File: src/rtl/osc_voice_scheduler.sv
// Phase-accumulator scheduler for several oscillator voices that share one adder.
// Each sample round advances every accumulator. It applies hard-sync and test
// resets, then streams each voice's accumulator and ring-mod information to the
// shared waveform generators.
module osc_voice_scheduler #(
    parameter int NUM_VOICES       = 3,
    parameter int ACCUMULATOR_BITS = 24,
    parameter int FREQ_BITS        = 16,
    parameter int VOICE_BITS       = 2
) (
    input  logic                        clk,
    input  logic                        reset,
    input  logic                        sample_tick,
    input  logic                        cfg_we,
    input  logic [VOICE_BITS-1:0]       cfg_voice,
    input  logic [FREQ_BITS-1:0]        cfg_freq,
    input  logic                        cfg_ringmod,
    input  logic                        cfg_sync,
    input  logic                        cfg_test,
    output logic [ACCUMULATOR_BITS-1:0] accumulator,
    output logic [VOICE_BITS-1:0]       voice_idx,
    output logic                        en_ringmod,
    output logic                        ringmod_source,
    output logic                        out_valid,
    output logic                        round_done,
    output logic                        busy,
    output logic                        overrun
);

    localparam int                    MSB    = ACCUMULATOR_BITS - 1;
    localparam logic [VOICE_BITS-1:0] LAST_V = VOICE_BITS'(NUM_VOICES - 1);
    localparam logic [VOICE_BITS-1:0] ONE_V  = VOICE_BITS'(1);

    typedef enum logic [1:0] {IDLE, UPDATE, EMIT} state_e;
    typedef logic [ACCUMULATOR_BITS-1:0] acc_t;
    typedef logic [FREQ_BITS-1:0]        freq_t;

    state_e                  state_q, state_d;
    logic [VOICE_BITS-1:0]   v_q, v_d;
    logic                    tick_accept;
    logic                    overrun_q, overrun_d;

    // Live configuration, written at any time.
    freq_t                   freq_q [NUM_VOICES];
    freq_t                   freq_d [NUM_VOICES];
    logic [NUM_VOICES-1:0]   ringmod_q, ringmod_d, sync_q, sync_d, test_q, test_d;

    // Shadow configuration, frozen for the duration of a round.
    freq_t                   sh_freq_q [NUM_VOICES];
    freq_t                   sh_freq_d [NUM_VOICES];
    logic [NUM_VOICES-1:0]   sh_ringmod_q, sh_ringmod_d, sh_sync_q, sh_sync_d, sh_test_q, sh_test_d;

    // Accumulators and the MSB history used for hard-sync edge detection.
    acc_t                    acc_q [NUM_VOICES];
    acc_t                    acc_d [NUM_VOICES];
    logic [NUM_VOICES-1:0]   old_msb_q, old_msb_d, new_msb_q, new_msb_d;

    // Registered outputs.
    acc_t                    acc_out_q, acc_out_d;
    logic [VOICE_BITS-1:0]   idx_out_q, idx_out_d;
    logic                    erm_out_q, erm_out_d, rms_out_q, rms_out_d;
    logic                    valid_q, valid_d, done_q, done_d;

    // Datapath helpers.
    acc_t                    upd_val;
    logic                    calc_en, rise;
    logic [VOICE_BITS-1:0]   calc_idx, src_idx;

    // Round sequencing: IDLE -> UPDATE x N -> EMIT x N -> IDLE, with overrun detection.
    always_comb begin
        // NOTE: every combinational output gets a default first so no path can infer a latch.
        state_d     = state_q;
        v_d         = v_q;
        overrun_d   = overrun_q;
        tick_accept = 1'b0;
        unique case (state_q)
            IDLE: begin
                if (sample_tick) begin
                    state_d     = UPDATE;
                    v_d         = '0;
                    tick_accept = 1'b1;
                end
            end
            UPDATE: begin
                if (v_q == LAST_V) begin
                    state_d = EMIT;
                    v_d     = '0;
                end else begin
                    v_d = v_q + ONE_V;
                end
            end
            EMIT: begin
                if (v_q == LAST_V) begin
                    state_d = IDLE;
                    v_d     = '0;
                end else begin
                    v_d = v_q + ONE_V;
                end
            end
            default: begin
                state_d = IDLE;
                v_d     = '0;
            end
        endcase
        if (sample_tick && (state_q != IDLE)) begin
            overrun_d = 1'b1;
        end
    end

    // Live config writes; the shadow copy takes the post-write values on an accepted tick.
    always_comb begin
        freq_d    = freq_q;
        ringmod_d = ringmod_q;
        sync_d    = sync_q;
        test_d    = test_q;
        if (cfg_we && (int'(cfg_voice) < NUM_VOICES)) begin
            freq_d[cfg_voice]    = cfg_freq;
            ringmod_d[cfg_voice] = cfg_ringmod;
            sync_d[cfg_voice]    = cfg_sync;
            test_d[cfg_voice]    = cfg_test;
        end
        sh_freq_d    = tick_accept ? freq_d    : sh_freq_q;
        sh_ringmod_d = tick_accept ? ringmod_d : sh_ringmod_q;
        sh_sync_d    = tick_accept ? sync_d    : sh_sync_q;
        sh_test_d    = tick_accept ? test_d    : sh_test_q;
    end

    // Accumulator update and emission. The output register for voice e is loaded one
    // cycle ahead: voice 0 in the last UPDATE cycle and voice e+1 in EMIT cycle e.
    always_comb begin
        acc_d     = acc_q;
        old_msb_d = old_msb_q;
        new_msb_d = new_msb_q;
        acc_out_d = acc_out_q;
        idx_out_d = idx_out_q;
        erm_out_d = erm_out_q;
        rms_out_d = rms_out_q;
        valid_d   = 1'b0;
        done_d    = 1'b0;
        calc_en   = 1'b0;
        calc_idx  = '0;
        rise      = 1'b0;

        upd_val = sh_test_q[v_q] ? '0 : acc_q[v_q] + ACCUMULATOR_BITS'(sh_freq_q[v_q]);
        if (state_q == UPDATE) begin
            acc_d[v_q]     = upd_val;
            old_msb_d[v_q] = acc_q[v_q][MSB];
            new_msb_d[v_q] = upd_val[MSB];
        end

        if ((state_q == UPDATE) && (v_q == LAST_V)) begin
            calc_en  = 1'b1;
            calc_idx = '0;
        end else if ((state_q == EMIT) && (v_q != LAST_V)) begin
            calc_en  = 1'b1;
            calc_idx = v_q + ONE_V;
        end
        src_idx = (calc_idx == '0) ? LAST_V : calc_idx - ONE_V;

        // The MSB arrays are never touched by a sync reset, so rises and the ring-mod
        // source always reflect UPDATE results. The *_d view includes the source written
        // in this same cycle.
        if (calc_en) begin
            rise = !old_msb_d[src_idx] && new_msb_d[src_idx];
            if (sh_sync_q[calc_idx] && rise) begin
                acc_d[calc_idx] = '0;
                acc_out_d       = '0;
            end else begin
                acc_out_d = acc_d[calc_idx];
            end
            idx_out_d = calc_idx;
            erm_out_d = sh_ringmod_q[calc_idx];
            rms_out_d = new_msb_d[src_idx];
            valid_d   = 1'b1;
            done_d    = (calc_idx == LAST_V);
        end
    end

    // State, configuration, accumulator and output registers.
    always_ff @(posedge clk) begin
        // NOTE: accumulators are small register arrays rather than RAM, so they are cleared
        // on reset like every other register.
        if (reset) begin
            state_q      <= IDLE;
            v_q          <= '0;
            overrun_q    <= 1'b0;
            freq_q       <= '{default: '0};
            ringmod_q    <= '0;
            sync_q       <= '0;
            test_q       <= '0;
            sh_freq_q    <= '{default: '0};
            sh_ringmod_q <= '0;
            sh_sync_q    <= '0;
            sh_test_q    <= '0;
            acc_q        <= '{default: '0};
            old_msb_q    <= '0;
            new_msb_q    <= '0;
            acc_out_q    <= '0;
            idx_out_q    <= '0;
            erm_out_q    <= 1'b0;
            rms_out_q    <= 1'b0;
            valid_q      <= 1'b0;
            done_q       <= 1'b0;
        end else begin
            // NOTE: non-blocking assignments so every register samples pre-edge values.
            state_q      <= state_d;
            v_q          <= v_d;
            overrun_q    <= overrun_d;
            freq_q       <= freq_d;
            ringmod_q    <= ringmod_d;
            sync_q       <= sync_d;
            test_q       <= test_d;
            sh_freq_q    <= sh_freq_d;
            sh_ringmod_q <= sh_ringmod_d;
            sh_sync_q    <= sh_sync_d;
            sh_test_q    <= sh_test_d;
            acc_q        <= acc_d;
            old_msb_q    <= old_msb_d;
            new_msb_q    <= new_msb_d;
            acc_out_q    <= acc_out_d;
            idx_out_q    <= idx_out_d;
            erm_out_q    <= erm_out_d;
            rms_out_q    <= rms_out_d;
            valid_q      <= valid_d;
            done_q       <= done_d;
        end
    end

    assign accumulator    = acc_out_q;
    assign voice_idx      = idx_out_q;
    assign en_ringmod     = erm_out_q;
    assign ringmod_source = rms_out_q;
    assign out_valid      = valid_q;
    assign round_done     = done_q;
    assign busy           = (state_q != IDLE);
    assign overrun        = overrun_q;

endmodule

File: config.mk
export PLATFORM = sky130hd
export DESIGN_NAME = osc_voice_scheduler
export DESIGN_NICKNAME = d
export VERILOG_FILES = /design/src/rtl/osc_voice_scheduler.sv
export SDC_FILE = /design/constraint.sdc
export NUM_CORES = 1
export LEC_CHECK = 0
export CAP_MARGIN = 20
export CORE_UTILIZATION = 48
export DETAILED_ROUTE_END_ITERATION = 6
export GPL_TIMING_DRIVEN = 0
export PLACE_DENSITY = 0.65
export SLEW_MARGIN = 40
export SYNTH_ARGS = -nofsm -noshare
export SYNTH_HDL_FRONTEND = slang
export SYNTH_SLANG_ARGS = --single-unit
File: constraint.sdc
create_clock -name clk -period 4.3 [get_ports clk]
set_input_delay 0.86 -clock clk [delete_from_list [all_inputs] [get_ports clk]]
set_output_delay 0.86 -clock clk [all_outputs]
set_load 0.005 [all_outputs]
# After elaboration in Yosys (flattened, before gate mapping)
# Index checks and enable logic that the tools add are counted.
[totals] reg_bits=227 inputBits=25
[op_classes] add_sub_neg=3 order_cmp=13 n_eq_ne=8 mux=62 bitwise=6 reduce_logical=18
[op_table] op="72-bit 2-to-1 mux" count=3
[op_table] op="24-bit 2-to-1 mux" count=8
[op_table] op="24-bit binary-select mux with 2-bit select" count=2
[op_table] op="24-bit demux with 2-bit select" count=2
[op_table] op="72-bit bitwise AND" count=1
[op_table] op="72-bit bitwise mux" count=1
[op_table] op="72-bit inverter" count=1
[op_table] op="48-bit bitwise mux" count=1
[op_table] op="16-bit 2-to-1 mux" count=3
[op_table] op="48-bit 2-to-1 mux" count=1
[op_table] op="16-bit binary-select mux with 2-bit select" count=1
[op_table] op="16-bit demux with 2-bit select" count=1
[op_table] op="24-bit by 16-bit adder with 24-bit output" count=1
[op_table] op="2-bit 2-to-1 mux" count=8
[op_table] op="3-bit bitwise mux" count=5
[op_table] op="3-bit 2-to-1 mux" count=5
[op_table] op="2-bit by 3-bit < comparator with 1-bit output, second input constant" count=4
[op_table] op="1-bit 2-to-1 mux" count=12
[op_table] op="1-bit logical AND" count=11
[op_table] op="1-bit binary-select mux with 2-bit select" count=5
[op_table] op="3-bit greater-or-equal comparator, second input constant" count=3
[op_table] op="3-bit by 1-bit < comparator with 1-bit output, second input constant" count=3
[op_table] op="2-bit inverter with 3-bit output" count=3
[op_table] op="2-bit equality test, second input constant" count=3
[op_table] op="other kinds (16)" count=22

# Longest topological paths before layout
# Gate-level depths: netlist of the first run.
[depth] ltp_word=14 depth_mapped=19 mapped_depth_nobuf=16

# Least setup slack after synthesis of the first run
# No wires, ideal clock.
[synth_path] kind="register to register" from="register v_q[0]" to="register acc_out_q[22], in the netlist accumulator[22]" setup_ps=59 arrival_ps=3908 required_ps=4241 path_slack_ps=334 path_stages_with_launch=19 path_buffers=3 path_cell_list="dfxtp_1 > buf_6 > buf_2 > clkbuf_1 > mux2i_1 > o21ai_0 > ha_1 > inv_1 > fa_1 > nand2b_1 > a21oi_1 > o21ai_1 > o21ai_1 > a31oi_1 > nor4_2 > xor2_1 > a221oi_1 > o31ai_1 > a22o_1"
[synth_between] elab_chain_len=13 elab_cells_between_ends=53
[synth_lines] item="from (decl)" line_no="39" rtl="logic [VOICE_BITS-1:0] v_q, v_d;"
[synth_lines] item="from (signal assigned)" line_no="207" rtl="v_q <= v_d;"
[synth_lines] item="2-bit inverter with 3-bit output (implied by the code)" line_no="144, 146, 147"
[synth_lines] item="24-bit binary-select mux with 2-bit select / 16-bit binary-select mux with 2-bit select (equally long branches)" line_no="144, 147"
[synth_lines] item="24-bit 2-to-1 mux (implied by the code) / 16-bit 2-to-1 mux (equally long branches) (2 in series)" line_no="144, 147"
[synth_lines] item="24-bit by 16-bit adder with 24-bit output" line_no="144" rtl="upd_val = sh_test_q[v_q] ? '0 : acc_q[v_q] + ACCUMULATOR_BITS'(sh_freq_q[v_q]);"
[synth_lines] item="24-bit 2-to-1 mux" line_no="144"
[synth_lines] item="3-bit bitwise mux" line_no="148" rtl="new_msb_d[v_q] = upd_val[MSB];"
[synth_lines] item="3-bit 2-to-1 mux" line_no="145" rtl="if (state_q == UPDATE) begin"
[synth_lines] item="1-bit binary-select mux with 2-bit select" line_no="164" rtl="rise = !old_msb_d[src_idx] && new_msb_d[src_idx];"
[synth_lines] item="1-bit 2-to-1 mux (implied by the code)" line_no="164"
[synth_lines] item="1-bit logical AND" line_no="164"
[synth_lines] item="1-bit logical AND" line_no="165" rtl="if (sh_sync_q[calc_idx] && rise) begin"
[synth_lines] item="24-bit 2-to-1 mux" line_no="165"
[synth_lines] item="to (signal assigned)" line_no="220" rtl="acc_out_q <= acc_out_d;"
[synth_lines] item="to (decl)" line_no="59" rtl="acc_t acc_out_q, acc_out_d;"
# Several ways; a longest one is shown, not always the timed one. The select of a mux whose other input is x is not followed.
# A chain may end at the register's enable or synchronous reset.

# Final worst setup path of the first run
[layout_path] from="register v_q[1]" to="register acc_out_q[22], in the netlist accumulator[22]"
# The elaborated chain is that of the path after synthesis.

==> flow_summary.json, run 1 <==
{
  "status": "finished with violations",
  "syn-num-nets": 1234,
  "clock_latency_ns": 0.52,
  "grt_max_degree": 20,
  "h-tree-depth": 1,
  "antenna_left": 0,
  "drc": 4,
  "cts_root_buf": "clkbuf_16",
  "yosys_warnings": 0,
  "power.total_mw": 4.77,
  "port_buffers": 56,
  "ys_seq_area_frac": 0.437,
  "grt_antenna_before_repair": 0,
  "wl_per_cell_um": 20.1,
  "place.gp.congestion": 0.960,
  "vias": 9025,
  "crit_path_cell_trace": "buf_6 > and2b_4 > buf_6 > buf_4 > nand2_1 > o21ai_0 > ha_2 > inv_1 > fa_1 > nand2b_1 > a21oi_2 > o21ai_1 > o21ai_2 > a31oi_4 > nor4_2 > xor2_1 > a221oi_1 > o31ai_2 > a22o_1",
  "netlist_area_um2": 10400,
  "synth-seq-cells": 227,
  "grt_pass1_vias": 8581,
  "critical_path_buf_inv_count": 4,
  "cp-end-kind": "register",
  "drt-total-wl_mm": 31.3,
  "grt_use_total": 0.288,
  "crit_type": "reg -> reg",
  "fp.coreArea_um2": 21200,
  "path_clk_slew_ns": 0.06,
  "required_ns": 4.76,
  "num_antenna_cells": 0,
  "synth_edf_count": 0,
  "numCtsBuffers": 25,
  "max_freq_ghz": 0.238,
  "final_nets": 1325,
  "placed_cell_area_um2": 11300,
  "clock-sinks": 227,
  "drt-initial-drc-count": 796,
  "viasPerCell": 5.78,
  "final_hold_viol_count": 0,
  "worstSetupStartpointType": "register",
  "path_delay_family": "compound AO/OA/AOI/OAI gates",
  "initial_core_util": 0.491,
  "place_hpwl_mm": 22.5,
  "violations": "design-rule violations",
  "syn2layout_area_growth_pct": 18.3,
  "dr.pass1.iters": 7,
  "holdBufCountCts": 0,
  "clock_path_buffers": 3,
  "hold_path_class": "reg -> reg",
  "crit_path_frequent_cell": "buf_6",
  "p_leak_nw": 4.75,
  "fin_crit_ns": 4.20,
  "crit_fanout": 10,
  "cp_slowest_cell": "fa_1",
  "rows": 53,
  "ys_types": 73,
  "fp.dieArea_um2": 22200,
  "skew_ns": 0.00751,
  "final_area_um2": 12300,
  "async_flop_share": 0,
  "synthCells": 1181,
  "finalCritPeriodShare": 0.976,
  "ir_drop_mv": 0.354,
  "max-cap-violations": 0,
  "die_h_um": 149,
  "arrival_ns": 4.66,
  "grt_overflow_total": 0,
  "io_pins": 57,
  "worstMarginPinSlew_ns": 0.915,
  "grt_pass1_wl_mm": 49.1,
  "avgSynthCellArea_um2": 8.80,
  "cts_tree": "done",
  "chipWidth_um": 149,
  "synthFlopType": "dfxtp_1",
  "setup_viol": 0,
  "cpPeakStageDelay_ns": 0.43,
  "relSlewSlack": 0.390,
  "final-max-slew-violation-count": 0,
  "fin_util": 0.581,
  "tns_ns": 0,
  "drive_gt1_frac": 0.0839,
  "cellPowerDensity_nw_per_um2": 388
}
per-stage QoR:
stage	std cells	hold WS, ns	worst slack (ns)
after floorplan	1181	0.435	0.334
after global placement	1512	0.428	-1.08
after detailed placement	1512	0.428	-1.13
after CTS	1556	0.436	0.0117
after global routing	1562	0.456	-0.00790
final	1562	0.433	0.101
final cells by class:
type	instances	area, um^2
buffer	82	447
clock buffer	34	709
clock inverter	8	48.8
fill	1906	8860
inverter	14	52.6
multi-input combinational	856	5520
sequential	227	4550
tap	275	344
timing repair buffer	66	636
where the power goes:
group          total [mW]  switching [mW]  internal [mW]
Clock                2.00           0.854           1.15
Sequential           2.22          0.0355           2.18
Combinational       0.553           0.360          0.193
Total                4.77            1.25           3.52
synthesized netlist by cell type, types with 4 or more instances:
| library cell | instances | area (um^2) |
|---|---|---|
| buf_6 | 8 | 90.1 |
| nor2_1 | 235 | 882 |
| a21o_1 | 10 | 75.1 |
| a32oi_1 | 4 | 35.0 |
| nand2b_1 | 8 | 50.1 |
| a211oi_1 | 62 | 465 |
| inv_1 | 14 | 52.6 |
| clkbuf_1 | 60 | 225 |
| ha_1 | 27 | 338 |
| o22ai_1 | 11 | 68.8 |
| a22o_1 | 4 | 35.0 |
| dfxtp_1 | 227 | 4540 |
| buf_1 | 11 | 41.3 |
| xor2_1 | 11 | 96.3 |
| a221oi_1 | 6 | 52.6 |
| a22oi_1 | 39 | 293 |
| o21ai_0 | 47 | 235 |
| nand2_1 | 97 | 364 |
| a31oi_1 | 10 | 62.6 |
| o211ai_1 | 4 | 30.0 |
| o21ai_1 | 6 | 30.0 |
| a21oi_1 | 57 | 285 |
| mux2i_1 | 113 | 1130 |
| buf_2 | 4 | 20.0 |
| xnor2_1 | 10 | 87.6 |
| and2_1 | 9 | 56.3 |
| nor3_1 | 14 | 70.1 |
| nand3_1 | 11 | 55.1 |
flip-flops by register name, indices dropped and copies added (netlist names), 24 cells and up:
signal and cells:
acc_q 72, freq_q 48, sh_freq_q 48, accumulator 24
logic make-up (layout without fill, tap and decap cells):
| kind of cell | count (synthesis) | after routing | synth area share |
|---|---|---|---|
| compound gates | 294 | 294 | 0.195 |
| simple gates | 397 | 397 | 0.161 |
| xor+xnor | 21 | 21 | 0.0177 |
| buf+inv | 98 | 204 | 0.0420 |
| flops | 227 | 227 | 0.437 |
| mux | 116 | 116 | 0.112 |
| fa+ha+maj | 28 | 28 | 0.0344 |
worst min-delay path, delay by kind of cell, from the launching register on:
family	cells	cell delay [ns]
and+or+nand+nor	2	0.09
DFF	1	0.31
worst paths after layout:
| path | startpoint | endpoint | slack [ns] | cells past startpoint |
|---|---|---|---|---|
| setup / recovery | v_q[1] | accumulator[22] | 0.10 | 19 |
| hold / removal | accumulator[10] | accumulator[10] | 0.43 | 2 |
| setup reg to reg | v_q[1] | accumulator[22] | 0.10 | 19 |
| hold reg to reg | accumulator[10] | accumulator[10] | 0.43 | 2 |
per-layer routing:
layer / up-vias / routed length (um) / GRT usage
met4: 0 / 838 / 0.104
li1: 4357 / - / -
met2: 366 / 14300 / 0.467
met3: 53 / 2100 / 0.0382
met5: - / 0 / 0
met1: 4249 / 14100 / 0.390
layout by cell type, fill, tap and decap left out, types with 24 or more instances in the layout:
cell type	Yosys	layout
a21oi_1	57	56
a22oi_1	39	39
nand2_1	97	97
clkbuf_1	60	54
a211oi_1	62	62
clkbuf_16	0	25
dfxtp_1	227	226
clkdlybuf4s50_1	0	56
ha_1	27	24
mux2i_1	113	113
nor2_1	235	234
o21ai_0	47	46
timing repair:
item | in CTS | in global routing
setup endpoints to repair | 100 | 78
pin swaps | 3 | 6
gates resized for setup | 28 | 23
setup buffers | 4 | 6
endpoints found under the hold margin | 0 | 0
Power figures use the tool's default switching activity.
==> inputs of run 2 (changes only) <==
--- a/config.mk
+++ b/config.mk
@@ -7,6 +7,7 @@
 export LEC_CHECK = 0
 export CAP_MARGIN = 20
 export CORE_UTILIZATION = 48
+export CTS_BUF_LIST = sky130_fd_sc_hd__clkbuf_8
 export DETAILED_ROUTE_END_ITERATION = 6
 export GPL_TIMING_DRIVEN = 0
 export PLACE_DENSITY = 0.65
==> flow_summary.json, run 2 (synthesized netlist as in run 1, its figures left out) <==
{
  "final_hold_viol_count": 0,
  "io_pins": 57,
  "reg_top3": "acc_q (72), freq_q (48), sh_freq_q (48)",
  "tns_ns": 0,
  "fp.dieArea_um2": 22200,
  "setup_viol": 0,
  "path_clk_slew_ns": 0.06,
  "place_ws_ns": -1.13,
  "syn2layout_area_growth_pct": 18.7,
  "dr.pass1.iters": 5,
  "cts_root_buf": "clkbuf_8",
  "route.met3.wl_mm": 2.22,
  "drive_gt1_frac": 0.0935,
  "arrival_ns": 4.63,
  "drt-total-wl_mm": 31.6,
  "grt_pass1_wl_mm": 49.4,
  "max-cap-violations": 0,
  "cts_tree": "done",
  "finalCritPeriodShare": 0.964,
  "fin_crit_ns": 4.14,
  "drc": 0,
  "initial_core_util": 0.491,
  "grt_max_degree": 20,
  "holdWs_ns": 0.433,
  "final_cell_mix": "nor2_1, dfxtp_1, mux2i_1, nand2_1, a211oi_1",
  "largest_reg_flops": 72,
  "worstSetupStartpointType": "register",
  "final-max-slew-violation-count": 0,
  "p_leak_nw": 4.84,
  "skew_ns": 0.0172,
  "place.gp.congestion": 0.960,
  "wl_per_cell_um": 19.9,
  "drt-initial-drc-count": 757,
  "vias": 9064,
  "cp-end-kind": "register",
  "h-tree-depth": 2,
  "crit_fanout": 10,
  "reg2reg_from": "v_q[1]",
  "grt_pass1_vias": 8720,
  "grt_overflow_total": 0,
  "crit_type": "reg -> reg",
  "max_freq_ghz": 0.241,
  "clock-sinks": 227,
  "die_h_um": 149,
  "crit_start": "v_q[1]",
  "final_common_cell": "nor2_1",
  "required_ns": 4.79,
  "grt_use_total": 0.292,
  "final_area_um2": 12300,
  "rrSetupSlack_ns": 0.16,
  "num_antenna_cells": 0,
  "largest_register": "acc_q",
  "clock_latency_ns": 0.54,
  "relSlewSlack": 0.386,
  "viasPerCell": 5.70,
  "grt_antenna_before_repair": 0,
  "hold_path_class": "reg -> reg",
  "final_nets": 1340,
  "chipWidth_um": 149,
  "regToRegEndpoint": "accumulator[22]",
  "dr_wl_met2_mm": 14.2,
  "reg2reg_depth": 19,
  "power.total_mw": 4.79,
  "port_buffers": 56,
  "cp-endpoint": "accumulator[22]",
  "numCtsBuffers": 41,
  "rsz0062_at_grt": "no",
  "setup_ws_ns": 0.156,
  "fp.coreArea_um2": 21200,
  "wl_met1_mm": 14.1,
  "status": "finished clean",
  "placed_cell_area_um2": 11300,
  "rows": 53,
  "worstMarginPinSlew_ns": 0.922,
  "top_layer": "met4",
  "antenna_left": 0,
  "clock_path_buffers": 3,
  "place_hpwl_mm": 22.5,
  "ir_drop_mv": 0.335,
  "cellPowerDensity_nw_per_um2": 388
}
[run 2: how the worst min path moves through the flow]
| stage | start | to | slack [ns] | cells after the start |
|---|---|---|---|---|
| global placement | accumulator[10] | accumulator[10] | 0.43 | 2 |
| global route | accumulator[10] | accumulator[10] | 0.46 | 2 |
| CTS | accumulator[10] | accumulator[10] | 0.44 | 2 |
| floorplan | accumulator[10] | accumulator[10] | 0.43 | 2 |
| finish | accumulator[10] | accumulator[10] | 0.43 | 2 |
| detailed placement | accumulator[10] | accumulator[10] | 0.43 | 2 |
[run 2: layer usage]
layer  global-route usage  vias up
met5                    0        -
met3               0.0398       78
li1                     -     4398
met1                0.392     4209
met2                0.466      379
met4                0.127        0
[run 2: power by group]
| group | switching [mW] | internal (mW) |
|---|---|---|
| sequential | 0.0358 | 2.18 |
| clock | 0.902 | 1.12 |
| combinational | 0.358 | 0.193 |
| total | 1.30 | 3.50 |
[run 2: final cells by class]
cell class	instances	area, um^2
Sequential cell	227	4550
Timing Repair Buffer	65	628
Buffer	82	445
Tap cell	275	344
Clock inverter	20	111
Inverter	14	52.6
Clock buffer	51	702
Multi-Input combinational cell	856	5510
Fill cell	1919	8820
[run 2: metrics by stage]
stage / instances / util
finish: 1590 / 0.583
CTS: 1584 / 0.577
global placement: 1512 / 0.534
global route: 1590 / 0.583
detailed placement: 1512 / 0.534
floorplan: 1181 / -
[run 2: critical path, cell delays in order, from the launching register on]
cell and delay, ns:
dfxtp_1 0.33, buf_4 0.20, and2b_4 0.20, buf_6 0.16
buf_4 0.19, nand2_1 0.06, o21ai_0 0.11, ha_2 0.24
inv_1 0.06, fa_1 0.43, nand2b_1 0.22, a21oi_2 0.20
o21ai_1 0.14, o21ai_2 0.26, a31oi_4 0.16, nor4_2 0.19
xor2_1 0.27, a221oi_1 0.13, o31ai_2 0.35, a22o_1 0.17
[run 2: what timing repair did]
| item | in CTS | in global routing |
|---|---|---|
| hold buffers | 0 | 0 |
| gates resized for setup | 28 | 20 |
| endpoints found under the setup margin | 100 | 85 |
| cloned | 0 | 0 |
| pin swaps | 3 | 6 |
| endpoints found under the hold margin | 0 | 0 |
| setup buffers | 3 | 6 |
==> inputs of run 3 (changes only) <==
--- a/config.mk
+++ b/config.mk
@@ -5,6 +5,7 @@
 export SDC_FILE = /design/constraint.sdc
 export NUM_CORES = 1
 export LEC_CHECK = 0
+export ABC_CLOCK_PERIOD_IN_PS = 4300
 export CAP_MARGIN = 20
 export CORE_UTILIZATION = 48
 export CTS_BUF_LIST = sky130_fd_sc_hd__clkbuf_8
==> results of run 3 <==
No change in the layout: final DEF, timing and power equal those of run 2.
